<file path="config.mk">
export PLATFORM = sky130hd
export DESIGN_NAME = sparse_event_serializer
export DESIGN_NICKNAME = d
export VERILOG_FILES = /design/src/rtl/sparse_pkg.sv /design/src/rtl/sparse_event_serializer_fifo.sv /design/src/rtl/sparse_event_serializer.sv
export SDC_FILE = /design/constraint.sdc
export NUM_CORES = 1
export LEC_CHECK = 0
export CAP_MARGIN = 20
export CELL_PAD_IN_SITES_DETAIL_PLACEMENT = 1
export CELL_PAD_IN_SITES_GLOBAL_PLACEMENT = 1
export CORE_MARGIN = 1
export CORE_UTILIZATION = 41
export DETAILED_ROUTE_END_ITERATION = 12
export PLACE_DENSITY_LB_ADDON = 0.1
export SYNTH_ARGS = -nofsm -noshare
export SYNTH_HDL_FRONTEND = slang
export SYNTH_SLANG_ARGS = --single-unit
</file>
<file path="constraint.sdc">
create_clock -name clk -period 2.1 [get_ports clk]
set_input_delay 0.525 -clock clk [delete_from_list [all_inputs] [get_ports clk]]
set_output_delay 0.525 -clock clk [all_outputs]
set_load 0.01 [all_outputs]
</file>
<file path="src/rtl/sparse_pkg.sv">
// sparse_pkg: shared types and helpers for the sparse event serializer.
//   scan_state_t - scanner FSM states (IDLE, SCAN)
//   beats_for    - number of link beats needed to carry a word
//   lowest_set   - index of the lowest set bit of a channel vector
// MAX_CH bounds the channel count that lowest_set can handle.
package sparse_pkg;

  localparam int MAX_CH = 256;

  typedef enum logic {
    IDLE = 1'b0,
    SCAN = 1'b1
  } scan_state_t;

  // Ceiling division: beats of link_w bits needed to cover word_w bits.
  function automatic int beats_for(input int word_w, input int link_w);
    return (word_w + link_w - 1) / link_w;
  endfunction

  // Returns the lowest set bit index, 0 for an all-zero vector.
  // Scans from the top so the last hit (the lowest index) wins.
  function automatic int lowest_set(input logic [MAX_CH-1:0] vec);
    int idx;
    idx = 0;
    for (int i = MAX_CH - 1; i >= 0; i--) begin
      if (vec[i]) idx = i;
    end
    return idx;
  endfunction

endpackage

</file>
<file path="src/rtl/sparse_event_serializer_fifo.sv">
// sparse_fifo: show-ahead synchronous FIFO for address words.
// Ports:
//   clk, rst        clock, asynchronous active-high reset
//   push, push_data write one word (caller never pushes when full unless popping)
//   pop, pop_data   pop_data shows the head word; pop advances it
//   full, empty     status flags
// Pointers carry one extra wrap bit so full and empty are distinguishable
// without a separate counter.
module sparse_fifo #(
  parameter int WIDTH = 6,
  parameter int DEPTH = 4
) (
  input  logic             clk,
  input  logic             rst,
  input  logic             push,
  input  logic [WIDTH-1:0] push_data,
  input  logic             pop,
  output logic [WIDTH-1:0] pop_data,
  output logic             full,
  output logic             empty
);

  localparam int PTR_W = $clog2(DEPTH);

  logic [WIDTH-1:0] mem [DEPTH];
  logic [PTR_W:0]   wr_ptr_reg;
  logic [PTR_W:0]   rd_ptr_reg;

  assign empty    = (wr_ptr_reg == rd_ptr_reg);
  assign full     = (wr_ptr_reg[PTR_W] != rd_ptr_reg[PTR_W]) &&
                    (wr_ptr_reg[PTR_W-1:0] == rd_ptr_reg[PTR_W-1:0]);
  assign pop_data = mem[rd_ptr_reg[PTR_W-1:0]];

  // Storage has no reset so it can map onto distributed/block RAM.
  always_ff @(posedge clk) begin
    if (push) mem[wr_ptr_reg[PTR_W-1:0]] <= push_data;
  end

  always_ff @(posedge clk or posedge rst) begin
    if (rst) begin
      wr_ptr_reg <= '0;
      rd_ptr_reg <= '0;
    end else begin
      if (push) wr_ptr_reg <= wr_ptr_reg + 1'b1;
      if (pop)  rd_ptr_reg <= rd_ptr_reg + 1'b1;
    end
  end

endmodule

</file>
<file path="src/rtl/sparse_event_serializer.sv">
// sparse_event_serializer: scans an N_CH-bit event frame for active
// channels (ascending index), queues one {last, addr} word per event in a
// FIFO, and streams each word over a LINK_W-bit valid/ready link, LSB beat
// first.
// Ports:
//   clk, rst             clock, asynchronous active-high reset
//   in_events, in_valid  event frame and its valid
//   in_ready             scanner idle, frame can be taken
//   out_data, out_valid  current link beat
//   out_ready            downstream accepts the beat
//   busy                 scan active, words queued, or a word in flight
// Build option: define SPARSE_SER_EMPTY_FRAME_EN to emit a {1, NULL_ADDR}
// word for an all-zero frame so the frame boundary is still visible.
module sparse_event_serializer
  import sparse_pkg::*;
#(
  parameter int N_CH   = 16,
  parameter int LINK_W = 4,
  parameter int DEPTH  = 4
) (
  input  logic              clk,
  input  logic              rst,
  input  logic [N_CH-1:0]   in_events,
  input  logic              in_valid,
  output logic              in_ready,
  output logic [LINK_W-1:0] out_data,
  output logic              out_valid,
  input  logic              out_ready,
  output logic              busy
);

  localparam int ADDR_W = $clog2(N_CH + 1);
  localparam int WORD_W = ADDR_W + 1;
  localparam int BEATS  = beats_for(WORD_W, LINK_W);
  localparam int PAD_W  = BEATS * LINK_W;
  localparam int BEAT_W = (BEATS > 1) ? $clog2(BEATS) : 1;
  localparam logic [ADDR_W-1:0] NULL_ADDR = '1;
  localparam logic [BEAT_W-1:0] LAST_BEAT = BEAT_W'(BEATS - 1);

  // ---------------- scanner ----------------
  scan_state_t       state_reg, state_next;
  logic [N_CH-1:0]   pending_reg, pending_next;
  logic [ADDR_W-1:0] lowest_idx;
  logic              last_one;
  logic              push;
  logic [WORD_W-1:0] push_word;
  logic              fifo_full, fifo_empty;
  logic              pop;
  logic [WORD_W-1:0] pop_word;

  assign in_ready   = (state_reg == IDLE);
  assign lowest_idx = ADDR_W'(lowest_set(MAX_CH'(pending_reg)));
  // Only one bit set: clearing the lowest leaves nothing.
  assign last_one   = ((pending_reg & (pending_reg - N_CH'(1))) == '0);

  always_ff @(posedge clk or posedge rst) begin
    if (rst) begin
      state_reg   <= IDLE;
      pending_reg <= '0;
    end else begin
      state_reg   <= state_next;
      pending_reg <= pending_next;
    end
  end

  always_comb begin
    state_next   = state_reg;
    pending_next = pending_reg;
    push         = 1'b0;
    push_word    = '0;
    case (state_reg)
      IDLE: begin
        if (in_valid) begin
          pending_next = in_events;
`ifdef SPARSE_SER_EMPTY_FRAME_EN
          state_next = SCAN;
`else
          if (|in_events) state_next = SCAN;
`endif
        end
      end
      SCAN: begin
        // A full FIFO stalls the scan with pending_reg held.
        if (!fifo_full) begin
          push = 1'b1;
          if (pending_reg == '0) begin
            // Only reachable for an empty frame: delimiter word.
            push_word  = {1'b1, NULL_ADDR};
            state_next = IDLE;
          end else begin
            push_word    = {last_one, lowest_idx};
            pending_next = pending_reg & ~(N_CH'(1) << lowest_idx);
            if (last_one) state_next = IDLE;
          end
        end
      end
      default: state_next = IDLE;
    endcase
  end

  sparse_fifo #(
    .WIDTH(WORD_W),
    .DEPTH(DEPTH)
  ) u_fifo (
    .clk      (clk),
    .rst      (rst),
    .push     (push),
    .push_data(push_word),
    .pop      (pop),
    .pop_data (pop_word),
    .full     (fifo_full),
    .empty    (fifo_empty)
  );

  // ---------------- serializer ----------------
  logic [WORD_W-1:0] word_reg;
  logic              loaded_reg;
  logic [BEAT_W-1:0] beat_reg;
  logic [PAD_W-1:0]  padded;
  logic [LINK_W-1:0] beat_mux [BEATS];
  logic              beat_done;
  logic              word_done;

  assign beat_done = loaded_reg && out_ready;
  assign word_done = beat_done && (beat_reg == LAST_BEAT);
  // Load when idle, or in the same cycle the final beat leaves (no bubble).
  assign pop       = !fifo_empty && (!loaded_reg || word_done);

  assign padded = PAD_W'(word_reg);

  for (genvar gi = 0; gi < BEATS; gi++) begin : g_beat
    assign beat_mux[gi] = padded[gi*LINK_W +: LINK_W];
  end

  assign out_data  = beat_mux[beat_reg];
  assign out_valid = loaded_reg;
  assign busy      = (state_reg == SCAN) || !fifo_empty || loaded_reg;

  always_ff @(posedge clk or posedge rst) begin
    if (rst) begin
      word_reg   <= '0;
      loaded_reg <= 1'b0;
      beat_reg   <= '0;
    end else if (pop) begin
      word_reg   <= pop_word;
      loaded_reg <= 1'b1;
      beat_reg   <= '0;
    end else if (word_done) begin
      loaded_reg <= 1'b0;
      beat_reg   <= '0;
    end else if (beat_done) begin
      beat_reg <= beat_reg + 1'b1;
    end
  end

endmodule

</file>
# [Word-level counts from Yosys, hierarchy flattened]
# Memories as Yosys holds them, arrays and structs flattened. A register that Yosys moved wholly into a read port is not among the register bits.
# Cells that the tools add are included.
[totals] ff_bits=25 mem_bits_rw=24 in_bits=20 output_inout_bits=7 elab_cells=80 mem_count=1
[op_classes] n_addsub=4 magnitude_cmp=1 n_eq_ne=6 n_shift=1 mux=41 bitwise=5 n_reduce_logical=15
[memory_table] memory="u_fifo.mem" depth=4 width=6 rd=1 rd_clocked_by_memory_dff=1 write_ports=1 line="sparse_event_serializer_fifo.sv:25" rtl="logic [WIDTH-1:0] mem [DEPTH];"
[op_table] op="$mux 5" count=13
[op_table] op="$mux 16" count=3
[op_table] op="$and 16x16->16" count=2
[op_table] op="$logic_not 16->1" count=2
[op_table] op="$pmux 16 s2" count=1
[op_table] op="$mux 4" count=6
[op_table] op="$mux 6" count=3
[op_table] op="$not 16->16" count=1
[op_table] op="$reduce_or 16->1" count=1
[op_table] op="$shl 1x5->16 const A" count=1
[op_table] op="$sub 16x1->16 const B" count=1
[op_table] op="$mux 1" count=14
[op_table] op="$add 3x1->3 const B" count=2
[op_table] op="$ne 2x2->1 const B" count=3
[op_table] op="$logic_and 1x1->1" count=4
[op_table] op="$eq 3x3->1" count=1
[op_table] op="$logic_or 1x1->1" count=3
[op_table] op="$reduce_and 3->1" count=1
[op_table] op="$reduce_bool 3->1" count=1
[op_table] op="$eq 2x2->1" count=1
[op_table] op="$ge 2x2->1 const B" count=1
[op_table] op="$logic_not 1->1" count=2
[op_table] op="$not 1->2" count=1
[op_table] op="$pmux 1 s2" count=1
[op_table] op="other kinds (4)" count=4

# [Longest topological paths before layout]
# Gate-level depths: netlist (run 1).
[logic_depth] depth_word=22 depth_mapped=8 mapped_depth_nobuf=6

# [By module]
# Synthesis (run 1) repeated with hierarchy kept, for this count alone.
[hier_totals] cells_unflattened=242 hier_area_um2=2842.7
[by_module_without_submodules] mod="sparse_event_serializer" n_inst=1 cells_each=179 area_each_um2=1624.1 seq_area_each_um2=625.6
[by_module_without_submodules] mod="sparse_fifo" n_inst=1 cells_each=63 area_each_um2=1218.7 seq_area_each_um2=870.8

# [Worst setup path before layout (run 1)]
# Ideal clock, no wire load.
[synth_timing] kind="reg2reg" startpoint="register pending_reg[5]" endpoint="memory u_fifo.mem[0][5] (data pin)" setup_time_ns=0.149 arrival_time_ns=2.038 path_slack_ns=-0.087 stages_incl_launch_ff=8 period_less_slack_ns=2.187 path_cell_list="dfrtp_1 > buf_6 > or3b_4 > and3_4 > a31o_1 > a221o_1 > a2111oi_4 > and4_1"
[synth_via] elab_chain_cells=6 elab_cells_between_ends=7 cone_classes="add/sub: 1; mux: 3; bitwise: 1; reduce/logical: 2"
[synth_rtl] element="from (decl)" line="sparse_event_serializer.sv:42" rtl="logic [N_CH-1:0] pending_reg, pending_next;"
[synth_rtl] element="from (signal assigned)" line="sparse_event_serializer.sv:62" rtl="pending_reg <= pending_next;"
[synth_rtl] element="$sub 16x1->16" line="sparse_event_serializer.sv:54" rtl="assign last_one = ((pending_reg & (pending_reg - N_CH'(1))) == '0);"
[synth_rtl] element="$and 16x16->16" line="sparse_event_serializer.sv:54"
[synth_rtl] element="$logic_not 16->1" line="sparse_event_serializer.sv:54"
[synth_rtl] element="$mux 6 *" line="sparse_event_serializer.sv:86" rtl="if (pending_reg == '0) begin"
[synth_rtl] element="$mux 6 *" line="sparse_event_serializer.sv:84" rtl="if (!fifo_full) begin"
[synth_rtl] element="$mux 6 *" line="sparse_event_serializer.sv:71" rtl="case (state_reg)"
[synth_rtl] element="net push_word[5]" line="sparse_event_serializer.sv:46" rtl="logic [WORD_W-1:0] push_word;"
[synth_rtl] element="to (decl)" line="sparse_event_serializer_fifo.sv:25"
# The timed path passes the listed nets; every way through them passes the cells marked *.

# [Worst setup path after layout (run 1)]
[layout_timing] startpoint="register pending_reg[9]" endpoint="memory u_fifo.mem[2][5] (data pin)"
# Same word-level chain as after synthesis.

==> impl_metrics.ini, run 1 <==
[timing]
fmax_mhz = 458.5
setup_ws_ns = -0.08117
slew_worst_pin_ns = 0.5302
finClkSkew_ns = 0.002554
final_period_minus_worst_setup_slack_ns = 2.181
finalHoldViolations = 0
setup-tns-final_ns = -0.5722
timing.final.setup_violations = 12
timing.slew.headroom_pct = 64.35
min_period_over_period_pct = 103.9
timing_max_transition_violations_final = 0
grt_setup_unrepaired = true

[pwr]
switching_power_uw = 2974
swShare_pct = 40.91
share_clk_of_total_power_pct = 8.6
power.share.sequential_pct = 29.3
peakVddDrop_mv = 0.7691
comb_power_share_pct = 62.1
cell_area_power_density_nw_per_um2 = 1822
power.static_leakage_uw = 0.001669
internal-power_uw = 4296
p_total_uw = 7270

[yosys]
synth_seq_area_share_pct = 51.55
post-synth-top-count-cell = sky130_fd_sc_hd__nand2_1
synthArstFlopShare_pct = 56.36
yosys.area.top_type = sky130_fd_sc_hd__dfrtp_1
ff_latch_count_synth = 55
synth.top_cell.area_share_pct = 26.72
postSynthNetCount = 280
syn-mean-instance-area_sq_um = 11.38
synth.lib_cells_used.distinct = 57
synthesis.area_sq_um = 2903
post_synth_main_area_contributors = sky130_fd_sc_hd__dfrtp_1 (27%), sky130_fd_sc_hd__edfxtp_1 (25%), sky130_fd_sc_hd__mux4_2 (4.7%)
synth_enable_flop_cells = 24
synth.cells.most_frequent = sky130_fd_sc_hd__nand2_1 (33), sky130_fd_sc_hd__dfrtp_1 (31), sky130_fd_sc_hd__edfxtp_1 (24)
synthFlopType = sky130_fd_sc_hd__dfrtp_1
synthesis.yosys.warnings = 0
syn-instance-count = 255

[place]
placed_area_sq_um = 3715
routabilityCongestion = 0.9568
io_buffer_count = 26
post-dp-hpwl_microns = 6659

[route]
antenna_left = 0
vias = 2513
avgViaCountPerCell = 5.647
detail_route.drc_violations = 0
route.detailed.wl_per_inst_microns = 20.36
detail_route.iter0.violations = 153
pre_repair_dr_iteration_count = 4
detail_route.wirelength_microns = 9059

[layout]
n_fill_cell = 754
largest_register_ffs = 24
num-nets-final = 373
finalInstanceArea_sq_um = 3990
finish.utilization_pct = 58.41
final_layout_size_suffix_gt1_share_pct = 34.96
diodes = 0
synthToLayoutAreaGrowth_pct = 37.46

[clock_tree]
ctsHtreeMaxLevel = 2
tritoncts.num_buffers = 5
clock_tree.root_cell = sky130_fd_sc_hd__clkbuf_8
tritoncts_num_sinks = 55
worst_setup_hold_path_clk_slew_ns = 0.10
clockBufferDepth = 2
clock_insertion_delay_at_the_later_pin_of_the_skew_report_ns = 0.32
cts_tree = yes

[global_route]
initial_antenna_violation_count = 0
track_usage_pct = 26.07
pin_count_of_the_biggest_net_entering_global_routing = 32
first_global_vias = 2633
grt-ovfl-total = 0
grt_pass1_wl_microns = 14280

[critical_path]
cp.arrival_ns = 2.37
critPathLaunchType = flop
critical_path_peak_fanout = 7
crit_path_end_kind = flop
reg2reg_from = pending_reg[9]$_DFFE_PP0P_
cp_data_required_time_ns = 2.29
worst-setup-path-type = reg2reg
timing.reg2reg.worst_path_depth = 6
worstSetupStartpoint = pending_reg[9]$_DFFE_PP0P_

[floorplan]
die_x_microns = 86.14
core_region_area_sq_um = 6832
fp.dieArea_sq_um = 7420
rows = 30
initial_core_util_pct = 42.49
i_o_pins = 27
chipHeight_microns = 86.14

[worst_hold_path]
timing.hold.worst_path_depth = 1
worstHoldPathType = reg2reg
timing.hold.worst.start = word_reg[4]$_DFFE_PP0P_

[run_status]
violations = setup timing
outcome = finished with violations

[job]
max_cap_check_violation_count = 0
[worst max-delay path, stage by stage (launching register included)]
cell                        delay [ns]
sky130_fd_sc_hd__dfrtp_1          0.49
sky130_fd_sc_hd__buf_4            0.19
sky130_fd_sc_hd__or3_4            0.34
sky130_fd_sc_hd__a31o_1           0.23
sky130_fd_sc_hd__a221o_1          0.29
sky130_fd_sc_hd__a2111oi_4        0.22
sky130_fd_sc_hd__and4_4           0.29
[placed cells by master, fill, tap and decap left out, types with 3 or more instances in the layout]
cell type,n
sky130_fd_sc_hd__dfrtp_1,29
sky130_fd_sc_hd__o21ai_1,6
sky130_fd_sc_hd__edfxtp_1,24
sky130_fd_sc_hd__o211ai_1,7
sky130_fd_sc_hd__mux4_2,6
sky130_fd_sc_hd__nor4_1,5
sky130_fd_sc_hd__nor2_1,13
sky130_fd_sc_hd__or4_1,3
sky130_fd_sc_hd__inv_1,6
sky130_fd_sc_hd__clkbuf_8,5
sky130_fd_sc_hd__nand3_1,6
sky130_fd_sc_hd__nor2b_1,4
sky130_fd_sc_hd__xor2_1,3
sky130_fd_sc_hd__a31oi_1,3
sky130_fd_sc_hd__a21oi_1,7
sky130_fd_sc_hd__buf_4,69
sky130_fd_sc_hd__nand2_1,31
sky130_fd_sc_hd__ha_1,5
sky130_fd_sc_hd__a221o_1,3
sky130_fd_sc_hd__and2_1,4
sky130_fd_sc_hd__mux2_2,9
sky130_fd_sc_hd__clkdlybuf4s50_1,22
sky130_fd_sc_hd__nor3_1,4
sky130_fd_sc_hd__o21ai_0,5
sky130_fd_sc_hd__a22oi_1,8
[metrics by stage]
stage / setup WS (ns) / instances / hold slack, ns
floorplan: -0.008333 / 255 / 0.4619
global placement: -0.2364 / 425 / 0.4759
global route: -0.1545 / 445 / 0.5405
detailed placement: -0.2324 / 425 / 0.4878
CTS: -0.04957 / 444 / 0.5043
finish: -0.08117 / 445 / 0.5138
[metal layers]
layer,wire [microns],part of all wire [%],track usage (%),up-vias
met5,0,0,0,-
met1,4143,46,37.35,1279
met2,4273,47,40.40,69
met4,165,1.8,8.485,0
li1,-,-,-,1151
met3,477,5.3,4.139,14
[power by group through the flow]
stage          Clock, uW  Combinational (uW)  Sequential [uW]
2_1_floorplan          0                2130             2050
3_3_place_gp           0                3870             2090
3_5_place_dp           0                3990             2130
4_1_cts              640                4320             2110
5_1_grt              683                4860             2180
6_report             623                4510             2130
[cell families (layout without fill, tap and decap cells)]
family,Yosys count,count (layout),synth area share (%)
AO/OA/AOI/OAI,62,62,16.29
buffers and inverters,19,113,3.017
adder cells (fa/ha/maj),6,6,2.500
flip-flops,55,55,51.55
multiplexers,16,16,8.492
AND/OR/NAND/NOR,90,90,16.03
XOR/XNOR,7,7,2.112
[path summary, 6_finish.rpt]
path                                         endpoint  slack, ns
hold reg to reg               word_reg[4]$_DFFE_PP0P_       0.51
min in group asynchronous  pending_reg[1]$_DFFE_PP0P_       0.60
setup / recovery           u_fifo.mem[2][5]$_DFFE_PP_      -0.08
max in group asynchronous  pending_reg[8]$_DFFE_PP0P_       1.18
setup reg to reg           u_fifo.mem[2][5]$_DFFE_PP_      -0.08
hold / removal                word_reg[4]$_DFFE_PP0P_       0.51
[cell type report]
type | instances | area [sq um] | share of cell area (%)
Sequential cell | 55 | 1499 | 37.57
Multi-Input combinational cell | 181 | 1424 | 35.69
Timing Repair Buffer | 98 | 828.3 | 20.76
Tap cell | 96 | 120.1 | 3.010
Clock buffer | 5 | 68.82 | 1.725
Inverter | 7 | 26.28 | 0.6585
Clock inverter | 3 | 23.77 | 0.5958
[what timing repair did]
action | CTS | global route
setup endpoints to repair | 18 | 35
buffers inserted | 11 | 3
hold buffers | 0 | 0
gates resized for setup | 18 | 14
pin swaps | 8 | 6
No activity file was read; power rests on OpenSTA's default activity.
==> inputs of run 2 (changes only) <==
Settings changed: SYNTH_HIERARCHICAL from default to 1.
==> run 2 against run 1 <==
  * The run still ends with setup timing left
  * Total power shrank 4.3%
  * Worst setup slack worse by 0.040 ns
  * Non-clock buffer count decreased by 30
  * Area after synthesis decreased by 2.1%
  * Core utilization is 1.6 points lower
==> impl_metrics.ini, run 2 <==
[yosys]
synth.top_cell.area_share_pct = 27.29
simple_gate_portion_of_the_synthesized_area_pct = 16.42
synth_top_family_by_area = simple AND/OR/NAND/NOR gates
synthArstFlopShare_pct = 56.36
synthesis.yosys.warnings = 6
syn-instance-count = 242
ff_latch_count_synth = 55
yosys-mux-area-fraction_pct = 10.08
postSynthNetCount = 267
synth.cells.most_frequent = sky130_fd_sc_hd__dfrtp_1 (31), sky130_fd_sc_hd__edfxtp_1 (24), sky130_fd_sc_hd__nand2_1 (23)
synth_enable_flop_cells = 24
synthesis.area_sq_um = 2843
synthFlopType = sky130_fd_sc_hd__dfrtp_1
post_synth_main_area_contributors = sky130_fd_sc_hd__dfrtp_1 (27%), sky130_fd_sc_hd__edfxtp_1 (25%), sky130_fd_sc_hd__mux4_2 (4.8%)
post-synth-top-count-cell = sky130_fd_sc_hd__dfrtp_1
syn-mean-instance-area_sq_um = 11.75
synth_compound_area_share_pct = 12.63
synth.lib_cells_used.distinct = 53
yosys.area_share.xor_xnor_pct = 2.157
yosys.area.top_type = sky130_fd_sc_hd__dfrtp_1
synth_seq_area_share_pct = 52.64
synth_adder_area_share_pct = 2.553

[layout]
layout.cells.non_filler = 386
synthToLayoutAreaGrowth_pct = 30.55
layout_common_cells = sky130_fd_sc_hd__buf_4 (41), sky130_fd_sc_hd__dfrtp_1 (28), sky130_fd_sc_hd__edfxtp_1 (24)
finish.utilization_pct = 56.82
num-nets-final = 333
diodes = 0
most_common_cell_after_layout_fill_and_taps_aside = sky130_fd_sc_hd__buf_4
largest_register_ffs = 24
final_layout_size_suffix_gt1_share_pct = 33.33
finalInstanceArea_sq_um = 3711

[floorplan]
i_o_pins = 27
core_region_area_sq_um = 6531
initial_core_util_pct = 43.52
fp.dieArea_sq_um = 7270
rows = 29
die_x_microns = 85.27
chipHeight_microns = 85.27

[clock_tree]
ctsHoldBuffers = 0
clockBufferDepth = 2
cts_tree = yes
clock_insertion_delay_at_the_later_pin_of_the_skew_report_ns = 0.32
tritoncts_num_sinks = 55
tritoncts.num_buffers = 5
clock_tree.root_cell = sky130_fd_sc_hd__clkbuf_8
worst_setup_hold_path_clk_slew_ns = 0.10
ctsHtreeMaxLevel = 2

[global_route]
track_usage_pct = 22.66
pin_count_of_the_biggest_net_entering_global_routing = 26
first_global_vias = 2271
grt-ovfl-total = 0
initial_antenna_violation_count = 0
grt_pass1_wl_microns = 12320

[critical_path]
critical_path_peak_fanout = 2
cp_data_required_time_ns = 1.57
crit_path_max_incr_delay_ns = 0.44
crit_buf_inv = 2
critPathSlowestCell = sky130_fd_sc_hd__dfrtp_1
crit_path_cell_chain = xor2_2, nor3b_4, inv_1, or3_1, buf_2
cpLargestDelayFamily = simple AND/OR/NAND/NOR gates
crit_path_end_kind = primary output
worst-setup-path-type = reg2out
cp.arrival_ns = 1.70
critPathLaunchType = flop

[place]
io_buffer_count = 26
post-place-ws_ns = -0.2682
post-place-cells = 369
placed_area_sq_um = 3392
post-dp-hpwl_microns = 5571
routabilityCongestion = 0.8475

[route]
route.detailed.wl_per_inst_microns = 20.11
antenna_left = 0
avgViaCountPerCell = 5.668
detail_route.drc_violations = 0
pre_repair_dr_iteration_count = 4
vias = 2188
detail_route.iter0.violations = 118
detail_route.wirelength_microns = 7761

[timing]
grt_setup_unrepaired = true
timing.final.setup_violations = 12
slew_worst_pin_ns = 0.4809
min_period_over_period_pct = 105.8
timing_max_transition_violations_final = 0
finClkSkew_ns = 0.006293
finalHoldViolations = 0
timing.slew.headroom_pct = 67.74
setup_ws_ns = -0.1210
fmax_mhz = 450.2
final_period_minus_worst_setup_slack_ns = 2.221

[pwr]
power.static_leakage_uw = 0.001509
peakVddDrop_mv = 0.6166
p_total_uw = 6958
cell_area_power_density_nw_per_um2 = 1875

[job]
max_cap_check_violation_count = 0

[run_status]
violations = setup timing
outcome = finished with violations

[worst_hold_path]
worstHoldPathType = in2async
run 2: what timing repair did:
item,CTS,global route
buffers inserted,4,5
gates cloned,0,0
endpoints found under the setup margin,7,46
resized for setup,12,27
pin swaps,2,4
run 2: cells by family (layout without fill, tap and decap cells):
| group | count (synthesis) | in the layout |
|---|---|---|
| adders and majority gates | 6 | 6 |
| and+or+nand+nor | 82 | 82 |
| buffers and inverters | 21 | 88 |
| DFF | 55 | 55 |
| AOI/OAI and AO/OA | 51 | 51 |
| muxes | 20 | 20 |
| xor gates and xnor gates | 7 | 7 |
run 2: layer usage:
metal / GRT usage (%) / part of all wire (%) / up-vias
li1: - / - / 1037
met1: 33.35 / 49 / 1106
met2: 35.48 / 47 / 37
met3: 3.891 / 2.8 / 8
met4: 4.545 / 1.1 / 0
met5: 0 / 0 / -
run 2: worst paths after layout:
check	cells after the start	slack [ns]	from	to
max	5	-0.12	u_fifo/rd_ptr_reg[0]$_DFFE_PP0P_	busy
min reg2reg	1	0.51	word_reg[3]$_DFFE_PP0P_	word_reg[3]$_DFFE_PP0P_
min in group clk	1	0.51	word_reg[3]$_DFFE_PP0P_	word_reg[3]$_DFFE_PP0P_
max in group asynchronous	3	1.22	rst	beat_reg$_DFFE_PP0P_
max reg2reg	10	-0.02	u_fifo/rd_ptr_reg[2]$_DFFE_PP0P_	pending_reg[7]$_DFFE_PP0P_
min	2	0.47	rst	u_fifo/wr_ptr_reg[1]$_DFFE_PP0P_
run 2: metrics by stage:
step | hold slack, ns | TNS (ns)
2_1_floorplan | 0.3160 | 0
3_5_place_dp | 0.4954 | -0.2682
6_report | 0.4724 | -0.2647
4_1_cts | 0.4580 | -0.09529
3_3_place_gp | 0.4866 | -0.2485
5_1_grt | 0.4941 | -2.348
run 2: cell type report:
type                       instances  area, sq um
tap                               77        96.34
clock buffer                       5        68.82
clock inverter                     3        47.55
multi-input combinational        166         1375
sequential                        55         1500
fill                             695         2820
inverter                          12        45.04
timing repair buffer              68        578.1
run 2: report_power, final:
group | switching [uW] | internal [uW] | leakage [uW]
clock network | 367 | 362 | 0.0000587
logic | 2090 | 1900 | 0.000845
registers | 409 | 1840 | 0.000606
total | 2860 | 4100 | 0.00151
==> inputs of run 3 (changes only) <==
Settings changed: CAP_MARGIN 20 to default, CORE_MARGIN 1 to 2.
==> run 3 against run 2 <==
  * Clock skew rose by 0.00055 ns
  * Cell area shrank 2.2%
  * Sequential power decreased by 2%
  * Non-clock buffer count shrank 2
  * Combinational power is 9.5% lower
  * Largest power group unchanged
  * The flow still finishes with violations (setup timing)
==> impl_metrics.ini, run 3 (synthesis results as in run 2) <==
[global_route]
pin_count_of_the_biggest_net_entering_global_routing = 26
first_global_vias = 2212
grt-ovfl-total = 0
initial_antenna_violation_count = 0
grt_pass1_wl_microns = 11990
track_usage_pct = 21.01

[critical_path]
worstSetupStartpoint = u_fifo/rd_ptr_reg[2]$_DFFE_PP0P_
critical_path_peak_fanout = 2
cp_data_required_time_ns = 1.57
cp.arrival_ns = 1.69
reg2reg_from = u_fifo/rd_ptr_reg[2]$_DFFE_PP0P_
critPathLaunchType = flop
crit_path_end_kind = primary output
worst-setup-path-type = reg2out

[clock_tree]
clockBufferDepth = 2
cts_tree = yes
ctsHoldBuffers = 0
clock_insertion_delay_at_the_later_pin_of_the_skew_report_ns = 0.31
tritoncts.num_buffers = 5
ctsHtreeMaxLevel = 2
worst_setup_hold_path_clk_slew_ns = 0.10
tritoncts_num_sinks = 55
clock_tree.root_cell = sky130_fd_sc_hd__clkbuf_8

[route]
m1WireLength_microns = 3041
met2RoutedLength_microns = 4118
pre_repair_dr_iteration_count = 4
avgViaCountPerCell = 5.556
detail_route.iter0.violations = 96
vias = 2150
maxUsedRoutingLayer = met4
detail_route.wirelength_microns = 7352
route.detailed.wl_per_inst_microns = 19.00
antenna_left = 0
met3_wirelength_microns = 126
detail_route.drc_violations = 0

[timing]
finClkSkew_ns = 0.006841
timing.final.setup_violations = 1
finalHoldViolations = 0
slew_worst_pin_ns = 0.4963
grt_setup_unrepaired = true
fmax_mhz = 451.5
setup_ws_ns = -0.1148
min_period_over_period_pct = 105.5
worst_hold_slack_ns = 0.4620
timing_max_transition_violations_final = 0
final_period_minus_worst_setup_slack_ns = 2.215
setup-tns-final_ns = -0.1148
timing.slew.headroom_pct = 66.71

[layout]
final_layout_size_suffix_gt1_share_pct = 29.32
synthToLayoutAreaGrowth_pct = 27.73
num-nets-final = 331
layout_common_cells = sky130_fd_sc_hd__buf_4 (40), sky130_fd_sc_hd__dfrtp_1 (29), sky130_fd_sc_hd__edfxtp_1 (24)
diodes = 0
most_common_cell_after_layout_fill_and_taps_aside = sky130_fd_sc_hd__buf_4
largest_register_ffs = 24

[floorplan]
i_o_pins = 27
die_x_microns = 87.27
chipHeight_microns = 87.27
initial_core_util_pct = 42.07
fp.dieArea_sq_um = 7615
rows = 30
core_region_area_sq_um = 6756

[run_status]
outcome = finished with violations
violations = setup timing

[place]
io_buffer_count = 26
routabilityCongestion = 0.8059
post-dp-hpwl_microns = 5592

[pwr]
peakVddDrop_mv = 0.7128
share_clk_of_total_power_pct = 10.9
internal-power_uw = 3927
switching_power_uw = 2602
cell_area_power_density_nw_per_um2 = 1798
power.static_leakage_uw = 0.001488
p_total_uw = 6530
swShare_pct = 39.85
comb_power_share_pct = 55.2
power.share.sequential_pct = 33.9

[job]
max_cap_check_violation_count = 0

[worst_hold_path]
worstHoldPathType = in2async
-- run 3: cell types whose count changed in the layout (fill, tap and decap cells not counted), moves of 2 or more --
cell / change
sky130_fd_sc_hd__o311ai_1: +2
sky130_fd_sc_hd__o21ai_0: +2
sky130_fd_sc_hd__and2_2: -2
sky130_fd_sc_hd__o21ai_1: -2
sky130_fd_sc_hd__and2_1: +2
-- run 3: what timing repair did --
item	in CTS	in global routing
gates resized for setup	7	18
buffers inserted	3	2
setup endpoints to repair	3	23
pin swaps	2	2
-- run 3: area by class of cell --
| type | count | area, sq um |
|---|---|---|
| Fill cell | 730 | 3126 |
| Sequential cell | 55 | 1499 |
| Multi-Input combinational cell | 166 | 1314 |
| Timing Repair Buffer | 66 | 563.0 |
| Tap cell | 80 | 100.1 |
| Clock buffer | 6 | 72.57 |
| Inverter | 12 | 45.04 |
| Clock inverter | 2 | 37.54 |
-- run 3: routing by layer --
layer	vias to the layer above	GRT usage [%]
li1	1031	-
met1	1091	25.23
met2	23	39.81
met3	5	3.128
met4	0	3.776
met5	-	0
-- run 3: metrics by stage --
stage | utilization [%] | area [sq um] | std cells | worst slack [ns]
floorplan | - | 2843 | 242 | 0.04262
global placement | 50.48 | 3411 | 374 | -0.1180
CTS | 52.57 | 3552 | 385 | -0.07705
finish | 53.74 | 3631 | 387 | -0.1148
global route | 53.74 | 3631 | 387 | -0.1798
detailed placement | 50.48 | 3411 | 374 | -0.1500
-- run 3: power groups by stage --
stage	sequential [uW]	combinational, uW	clock [uW]
floorplan	2110	2200	0
global placement	2170	3330	0
detailed placement	2210	3400	0
CTS	2190	3500	728
global route	2280	3970	771
finish	2210	3600	715
-- run 3: path summary, 6_finish.rpt --
check	end	slack (ns)	depth (start not counted)
min in group clk	word_reg[5]$_DFFE_PP0P_	0.52	1
worst min register to register	word_reg[5]$_DFFE_PP0P_	0.52	1
worst max-delay path	busy	-0.11	5
worst min-delay path	u_fifo/wr_ptr_reg[1]$_DFFE_PP0P_	0.46	2
worst max register to register	pending_reg[7]$_DFFE_PP0P_	0.09	9
max in group asynchronous	pending_reg[11]$_DFFE_PP0P_	1.23	3
-- run 3: worst max-delay path, stage by stage (launching register included) --
cell                      delay (ns)
sky130_fd_sc_hd__dfrtp_1        0.40
sky130_fd_sc_hd__xnor2_1        0.18
sky130_fd_sc_hd__nor3b_2        0.23
sky130_fd_sc_hd__inv_1          0.09
sky130_fd_sc_hd__or3_4          0.33
sky130_fd_sc_hd__buf_2          0.15
